--- src/rtl/ts_pkg.sv ---
// Shared MPEG-2 transport stream constants and the aligner state encoding.
package ts_pkg;

  localparam logic [7:0] TS_SYNC_BYTE = 8'h47;
  localparam int         TS_PKT_LEN   = 188;

  typedef enum logic [1:0] {
    ST_HUNT   = 2'd0,
    ST_VERIFY = 2'd1,
    ST_LOCKED = 2'd2
  } ts_state_e;

endpackage

--- src/rtl/ts_sync_aligner.sv ---
// TS packet aligner: hunts for the sync byte, verifies it repeats every
// PKT_LEN bytes, then forwards framed packets and keeps QoS statistics.
//
// Stream handshake: in_valid qualifies in_data for exactly one rclk cycle
// and there is no ready; every valid beat is consumed. out_valid likewise
// qualifies out_data/out_sop/out_eop/out_sync_err for one cycle, and the
// downstream consumer must take every beat.
module ts_sync_aligner
  import ts_pkg::*;
#(
  parameter int         PKT_LEN      = TS_PKT_LEN,
  parameter logic [7:0] SYNC_BYTE    = TS_SYNC_BYTE,
  parameter int         LOCK_COUNT   = 3,
  parameter int         UNLOCK_COUNT = 3,
  parameter int         CNT_WIDTH    = 16
) (
  input  logic                 rclk,
  input  logic                 rrst_n,
  input  logic                 enable,
  input  logic [7:0]           in_data,
  input  logic                 in_valid,
  output logic [7:0]           out_data,
  output logic                 out_valid,
  output logic                 out_sop,
  output logic                 out_eop,
  output logic                 out_sync_err,
  output logic                 locked,
  output logic                 sync_lost,
  output logic [CNT_WIDTH-1:0] pkt_cnt,
  output logic [CNT_WIDTH-1:0] err_cnt,
  output logic [1:0]           dbg_state
);

  localparam int BCW = $clog2(PKT_LEN);
  localparam int GCW = $clog2(LOCK_COUNT + 1);
  localparam int MCW = $clog2(UNLOCK_COUNT + 1);
  localparam logic [BCW-1:0] LAST_POS = BCW'(PKT_LEN - 1);

  ts_state_e      state, state_n;
  logic [BCW-1:0] byte_cnt, byte_n, byte_inc;
  logic [GCW-1:0] good_cnt, good_n, good_inc;
  logic [MCW-1:0] miss_cnt, miss_n, miss_inc;
  logic           fwd, sop_n, eop_n, serr_n, lost_n, err_inc;
  logic           is_sync, at_pos0;

  assign byte_inc = (byte_cnt == LAST_POS) ? '0 : byte_cnt + BCW'(1);
  assign good_inc = good_cnt + GCW'(1);
  assign miss_inc = miss_cnt + MCW'(1);
  assign is_sync  = (in_data == SYNC_BYTE);
  assign at_pos0  = (byte_cnt == '0);

  // Next-state and per-beat framing decisions; enable low overrides everything.
  always_comb begin
    state_n = state;
    byte_n  = byte_cnt;
    good_n  = good_cnt;
    miss_n  = miss_cnt;
    fwd     = 1'b0;
    sop_n   = 1'b0;
    eop_n   = 1'b0;
    serr_n  = 1'b0;
    lost_n  = 1'b0;
    err_inc = 1'b0;
    if (!enable) begin
      state_n = ST_HUNT;
      byte_n  = '0;
      good_n  = '0;
      miss_n  = '0;
      lost_n  = (state == ST_LOCKED);
    end else if (in_valid) begin
      case (state)
        ST_HUNT: begin
          if (is_sync) begin
            state_n = ST_VERIFY;
            byte_n  = BCW'(1);
            good_n  = GCW'(1);
          end
        end
        ST_VERIFY: begin
          byte_n = byte_inc;
          if (at_pos0) begin
            if (is_sync) begin
              good_n = good_inc;
              if (good_inc == GCW'(LOCK_COUNT)) begin
                state_n = ST_LOCKED;
                miss_n  = '0;
                fwd     = 1'b1;
                sop_n   = 1'b1;
              end
            end else begin
              // The mismatching byte is consumed; hunting restarts on the next one.
              state_n = ST_HUNT;
              byte_n  = '0;
              good_n  = '0;
            end
          end
        end
        ST_LOCKED: begin
          byte_n = byte_inc;
          fwd    = 1'b1;
          eop_n  = (byte_cnt == LAST_POS);
          if (at_pos0) begin
            sop_n = 1'b1;
            if (is_sync) begin
              miss_n = '0;
            end else begin
              err_inc = 1'b1;
              miss_n  = miss_inc;
              serr_n  = 1'b1;
              if (miss_inc == MCW'(UNLOCK_COUNT)) begin
                // Lock lost: the bad sync byte is not forwarded.
                state_n = ST_HUNT;
                byte_n  = '0;
                good_n  = '0;
                miss_n  = '0;
                fwd     = 1'b0;
                sop_n   = 1'b0;
                serr_n  = 1'b0;
                lost_n  = 1'b1;
              end
            end
          end
        end
        default: begin
          state_n = ST_HUNT;
          byte_n  = '0;
          good_n  = '0;
          miss_n  = '0;
        end
      endcase
    end
  end

  // State, position counters and registered outputs.
  always_ff @(posedge rclk or negedge rrst_n) begin
    if (!rrst_n) begin
      state        <= ST_HUNT;
      byte_cnt     <= '0;
      good_cnt     <= '0;
      miss_cnt     <= '0;
      out_data     <= '0;
      out_valid    <= 1'b0;
      out_sop      <= 1'b0;
      out_eop      <= 1'b0;
      out_sync_err <= 1'b0;
      sync_lost    <= 1'b0;
      pkt_cnt      <= '0;
      err_cnt      <= '0;
    end else begin
      state        <= state_n;
      byte_cnt     <= byte_n;
      good_cnt     <= good_n;
      miss_cnt     <= miss_n;
      out_valid    <= fwd;
      out_sop      <= fwd & sop_n;
      out_eop      <= fwd & eop_n;
      out_sync_err <= fwd & serr_n;
      sync_lost    <= lost_n;
      if (fwd) begin
        out_data <= in_data;
      end
      if (fwd && eop_n) begin
        pkt_cnt <= pkt_cnt + CNT_WIDTH'(1);
      end
      if (err_inc && (err_cnt != {CNT_WIDTH{1'b1}})) begin
        err_cnt <= err_cnt + CNT_WIDTH'(1);
      end
    end
  end

  assign locked    = (state == ST_LOCKED);
  assign dbg_state = state;

endmodule

--- config.mk ---
export PLATFORM = sky130hd
export DESIGN_NAME = ts_sync_aligner
export DESIGN_NICKNAME = d
export VERILOG_FILES = /design/src/rtl/ts_pkg.sv /design/src/rtl/ts_sync_aligner.sv
export SDC_FILE = /design/constraint.sdc
export NUM_CORES = 1
export LEC_CHECK = 0
export CAP_MARGIN = 20
export CORE_MARGIN = 3
export CORE_UTILIZATION = 56
export DETAILED_ROUTE_END_ITERATION = 8
export HOLD_SLACK_MARGIN = 0.03
export PLACE_DENSITY_LB_ADDON = 0.12
export SKIP_CTS_REPAIR_TIMING = 1
export SLEW_MARGIN = 20
export SYNTH_ARGS = -nofsm -noshare
export SYNTH_HDL_FRONTEND = slang
export SYNTH_SLANG_ARGS = --single-unit
--- constraint.sdc ---
create_clock -name rclk -period 6.1 [get_ports rclk]
set_input_delay 1.83 -clock rclk [delete_from_list [all_inputs] [get_ports rclk]]
set_output_delay 1.83 -clock rclk [all_outputs]
set_load 0.01 [all_outputs]
Word-level counts from Yosys, hierarchy flattened
Cells that the tools add are included.
{ "word_totals": {"ff_bits": 59, "inputBits": 12, "out_inout_bits": 48, "elab_cells": 111} }
{ "op_classes": {"mux": 66, "reduce_logical": 8, "eq_ne": 17, "addsub": 5, "bitwise": 3} }
{ "ops": {"columns": ["op", "n"], "rows": [
  ["2-to-1 mux 8 bit", 9],
  ["2-to-1 mux 2 bit", 21],
  ["adder 16 x 1 -> 16 bit (second input constant)", 2],
  ["2-to-1 mux 1 bit", 30],
  ["case mux 8 bit (3 select lines)", 1],
  ["case mux 2 bit (3 select lines)", 3],
  ["!= test 16 bit (second input constant)", 1],
  ["!= test 3 bit (second input constant)", 5],
  ["AND reduction 6 bit", 2],
  ["adder 8 x 1 -> 8 bit (second input constant)", 1],
  ["equality test 8 x 7 -> 1 bit (second input constant)", 1],
  ["equality test 8 bit (second input constant)", 1],
  ["logical NOT 8 bit", 1],
  ["AND reduction 7 bit", 1],
  ["equality test 2 bit (second input constant)", 3],
  ["!= test 3 x 2 -> 1 bit (second input constant)", 2],
  ["adder 2 x 1 -> 2 bit (second input constant)", 2],
  ["!= test 4 bit (second input constant)", 1],
  ["case mux 1 bit (2 select lines)", 2],
  ["AND 1 bit", 3],
  ["equality test 2 x 1 -> 1 bit (second input constant)", 1],
  ["logical AND 1 bit", 2],
  ["logical NOT 2 bit", 1],
  ["!= test 2 x 1 -> 1 bit (second input constant)", 1],
  ["2 further kinds", 2]
]} }

Longest topological paths before layout
{ "depth": {"depth_word": 9, "mapped_depth": 9, "ltp_nobuf": 7} }

Worst setup path before layout
Ideal clock, no wire load.
{ "synth_timing": {"path_kind": "input-to-reg", "from": "input in_data[5]", "to": "register good_cnt[0]", "t_arrival_ns": 3.275, "required_ns": 5.975, "n_path_buf": 0, "setup_slack_ns": 2.700, "setup_ns": 0.125, "path_stages": 5, "path_cell_list": "or4b_1 o21ai_0 a21oi_1 o21ai_1 mux2_2"} }
{ "synth_via": {"elab_chain_cells": 6, "elab_cells_between_ends": 9, "cone_classes": "eq/ne: 3; mux: 5; reduce/logical: 1"} }
{ "synth_rtl": {"columns": ["item", "line", "rtl"], "rows": [
  ["from (decl)", "ts_sync_aligner.sv:20", "input logic [7:0] in_data,"],
  ["equality test 8 x 7 -> 1 bit (*)", "ts_sync_aligner.sv:49", "assign is_sync = (in_data == SYNC_BYTE);"],
  ["2-to-1 mux 2 bit", "ts_sync_aligner.sv:82", "if (is_sync) begin"],
  ["2-to-1 mux 2 bit", "ts_sync_aligner.sv:81", "if (at_pos0) begin"],
  ["case mux 2 bit (3 select lines)", "ts_sync_aligner.sv:71", "case (state)"],
  ["2-to-1 mux 2 bit", "ts_sync_aligner.sv:70", "end else if (in_valid) begin"],
  ["2-to-1 mux 2 bit", "ts_sync_aligner.sv:64", "if (!enable) begin"],
  ["to (signal assigned)", "ts_sync_aligner.sv:152", "good_cnt <= good_n;"],
  ["to (decl)", "ts_sync_aligner.sv:41", "logic [GCW-1:0] good_cnt, good_n, good_inc;"]
]} }
Every way passes the cells marked *; elsewhere a longest branch is shown, timed or not. The select of a mux whose other input is x is not followed.
A chain may end at the register's enable or synchronous reset.

Worst setup path in the final report
{ "layout_timing": {"from": "input in_data[5]", "to": "register out_data[2]"} }
{ "layout_via": {"elab_chain_cells": 6, "elab_cells_between_ends": 8, "cone_classes": "eq/ne: 1; mux: 7"} }
{ "layout_rtl": {"columns": ["item", "line", "rtl"], "rows": [
  ["equality test 8 x 7 -> 1 bit (*)", "ts_sync_aligner.sv:49", null],
  ["2-to-1 mux 1 bit, on equally long branches", "ts_sync_aligner.sv:104, ts_sync_aligner.sv:82", null],
  ["2-to-1 mux 1 bit, on equally long branches", "ts_sync_aligner.sv:102, ts_sync_aligner.sv:81", null],
  ["case mux 1 bit (2 select lines) (*)", "ts_sync_aligner.sv:71", null],
  ["2-to-1 mux 1 bit (*)", "ts_sync_aligner.sv:70", null],
  ["2-to-1 mux 1 bit (*)", "ts_sync_aligner.sv:64", null],
  ["to (signal assigned)", "ts_sync_aligner.sv:160", "out_data <= in_data;"],
  ["to (decl)", "ts_sync_aligner.sv:22", "output logic [7:0] out_data,"]
]} }
Every way passes the cells marked *; elsewhere a longest branch is shown, timed or not.

==> results_dict.tcl <==
set metrics [dict create \
    status "completed" \
    grt_pass1_vias 2333 \
    postSynthCellCount 292 \
    grt_max_degree 60 \
    hpwl_mm 4.75 \
    multi_input_area_um2 1550 \
    die_area_um2 6510 \
    rr_worst_depth 7 \
    slew_violations 0 \
    synth_top_cell_by_area "dfrtp_1" \
    avgSynthCellArea_um2 10.7 \
    routed_via_density 5.68 \
    use_met3_pct 4.82 \
    holdCritStartpoint "pkt_cnt[15]$_DFFE_PN0P_" \
    postRouteAntennaNets 0 \
    cts_max_level 3 \
    synth_edf_count 0 \
    cts_tree "yes" \
    max_slew_margin_pct 31.5 \
    register_area_um2 1480 \
    ys_warn_count 0 \
    critPathRequiredTime_ns 6.31 \
    core_um2 5240 \
    gp_congestion 0.981 \
    cp-start-kind "input pin" \
    fillCellCount 355 \
    criticalPathCategory "input pin to register" \
    io_pins 60 \
    crit_family "compound AO/OA/AOI/OAI gates" \
    drcViolationCount 0 \
    grt.busiest_layer "met2" \
    clock_path_buffers 2 \
    hold_violations 0 \
    period_share_pct 65.0 \
    design_area_um2 4010 \
    grt.overflow.total 0 \
    critPathMaxStageDelay_ns 0.50 \
    antenna_cells 0 \
    die_x_um 80.7 \
    hp-class "register to register" \
    numCtsBuffers 9 \
    ys_seq_area_share_pct 47.3 \
    tns_ns 0 \
    max_cap_viol_count 0 \
    layout-drive-gt1-share_pct 10.5 \
    power_density_nw_per_um2 231 \
    rr_endpoint "out_data[6]$_DFFE_PN0P_" \
    fmax_ghz 0.252 \
    grt_antenna_before_repair 0 \
    crit_fanout 10 \
    synth-main-ff-cell "dfrtp_1" \
    ys_ff_latch 59 \
    arrival_ns 4.18 \
    worst_slew_pin_slew_ns 1.03 \
    io_buffer_count 59 \
    path_buf_inv 1 \
    hold-path-cell-count 1 \
    cp-end-kind "register" \
    grt_pass1_wl_mm 11.2 \
    grtUsageTotal_pct 22.4 \
    syn_area_um2 3120 \
    cts_sinks 59 \
    vias 2461 \
    rsz0062_at_grt "no" \
    critPathSlowestCell "nor4b_2" \
    reg2reg_setup_slack_ns 3.27 \
    wl_per_cell_um 15.4 \
    ys_types 50 \
    grt.met1_usage_pct 29.2 \
    area_growth_pct 28.4 \
    max-vdd-ir-drop_uv 207 \
    p_leak_nw 1.88 \
    async_flop_share_pct 100 \
    timing.rr.start "byte_cnt[0]$_DFFE_PN0P_" \
    die_h_um 80.7 \
    fin_worst_skew_ns 0.0107 \
    grt_use_met2_pct 35.5 \
    nNetsFinal 380 \
    rows 26 \
    initial_core_util_pct 59.6 \
    min_period_ns 3.97 \
    placed_area_um2 3780 \
    p_total_uw 926 \
    cts_root_buf "clkbuf_8" \
    syn_nets 314 \
    crit_chain "clkdlybuf4s50_1 -> nor4b_2 -> nand2_1 -> a31oi_4 -> o21bai_1 -> mux2_1" \
    whs_endpoint "pkt_cnt[15]$_DFFE_PN0P_" \
    clk_latency_ns 0.33 \
    dr.pass1.iters 4 \
    drt_iter0_markers 114 \
    ys_top_cells_by_area "dfrtp_1, xor2_1, ha_1" \
    cts.clk_slew.worst_paths_ns 0.07 \
    synth_top_area_share_pct 47.3 \
    routed_wl_mm 6.67 \
    setup_viol 0 \
]
-- metal layers --
| layer | routed length, um | share of wire [%] |
|---|---|---|
| met5 | 0 | 0 |
| met4 | 116 | 1.7 |
| met3 | 328 | 4.9 |
| met2 | 3110 | 47 |
| met1 | 3110 | 47 |
-- sequential cells by signal, indices dropped and copies added (netlist names) --
name          count
out_valid         1
dbg_state         2
miss_cnt          2
out_sop           1
out_data          8
good_cnt          2
sync_lost         1
pkt_cnt          16
out_sync_err      1
err_cnt          16
byte_cnt          8
out_eop           1
-- worst max-delay path by stage --
stage                     from                 endpoint  slack (ns)  cells after the start
floorplan           in_data[5]  good_cnt[0]$_DFFE_PN0P_        2.70                      5
global placement    in_data[3]  out_data[6]$_DFFE_PN0P_        1.87                      6
detailed placement  in_data[5]  out_data[1]$_DFFE_PN0P_        1.75                      6
CTS                 in_data[5]  out_data[2]$_DFFE_PN0P_        2.10                      6
global route        in_data[5]  out_data[3]$_DFFE_PN0P_        1.93                      6
finish              in_data[5]  out_data[2]$_DFFE_PN0P_        2.13                      6
-- cells in the final DEF, fill, tap and decap left out, drive strengths merged, types with 2 or more instances in the layout --
cell and n:
mux2 13, dfrtp 59, a21oi 5, nand3 15
nor3 15, o21a 2, inv 17, and2 3
nor4 3, buf 3, o211ai 7, nand4 9
a31oi 4, ha 10, and4 3, nor2 18
clkbuf 12, clkdlybuf4s50 58, nand2 31, o32ai 2
bufinv 2, and3 8, o21ai 6, o2111ai 8
xnor2 10, nor4b 3, xor2 20
-- area by class of cell --
cell class / instances / share of cell area (%)
Multi-Input combinational cell: 210 / 38.7
Sequential cell: 59 / 36.8
Timing Repair Buffer: 61 / 15.0
Clock buffer: 12 / 3.87
Tap cell: 70 / 2.18
Clock inverter: 4 / 1.81
Inverter: 17 / 1.59
-- power breakdown --
part / leakage (nW) / switching, mW / internal, mW
clock: 0.113 / 0.151 / 0.252
sequential: 0.807 / 0.00987 / 0.401
combinational: 0.958 / 0.0680 / 0.0444
-- metrics by stage --
| stage | hold WS, ns | cells | util [%] | setup WS (ns) |
|---|---|---|---|---|
| after floorplan | 0.479 | 292 | - | 2.70 |
| after detailed placement | 0.460 | 417 | 72.2 | 1.75 |
| after global placement | 0.458 | 417 | 72.2 | 1.87 |
| after CTS | 0.480 | 433 | 76.5 | 2.10 |
| after global routing | 0.501 | 433 | 76.5 | 1.93 |
| final | 0.479 | 433 | 76.5 | 2.13 |
-- cell usage after synthesis (2+ instances only) --
cell type  number
and4_1          2
nand3_1        14
mux2_1          7
o2111ai_1       8
o211ai_1        7
clkbuf_1        3
xor2_1         20
inv_1          17
ha_1           10
o21ai_0         5
and3_1          7
a31oi_1         3
and2_1          3
mux2_2          6
nor3_1         14
nor4_4          3
nand2_1        31
a21oi_1         5
o32ai_1         2
xnor2_1        10
o21a_1          2
nand4_1         8
buf_2           2
nor4b_2         2
dfrtp_1        59
nor2_1         18
-- cells by family (layout without fill, tap and decap cells) --
| logic type | Yosys count | in the layout | synth area share [%] |
|---|---|---|---|
| AND/OR/NAND/NOR | 114 | 114 | 21.9 |
| flip-flops | 59 | 59 | 47.3 |
| adder cells (fa/ha/maj) | 10 | 10 | 4.01 |
| AO/OA/AOI/OAI | 43 | 43 | 10.7 |
| buffers and inverters | 23 | 94 | 2.97 |
| multiplexers | 13 | 13 | 4.69 |
| XOR/XNOR | 30 | 30 | 8.42 |
No activity file was read; power rests on OpenSTA's default activity.
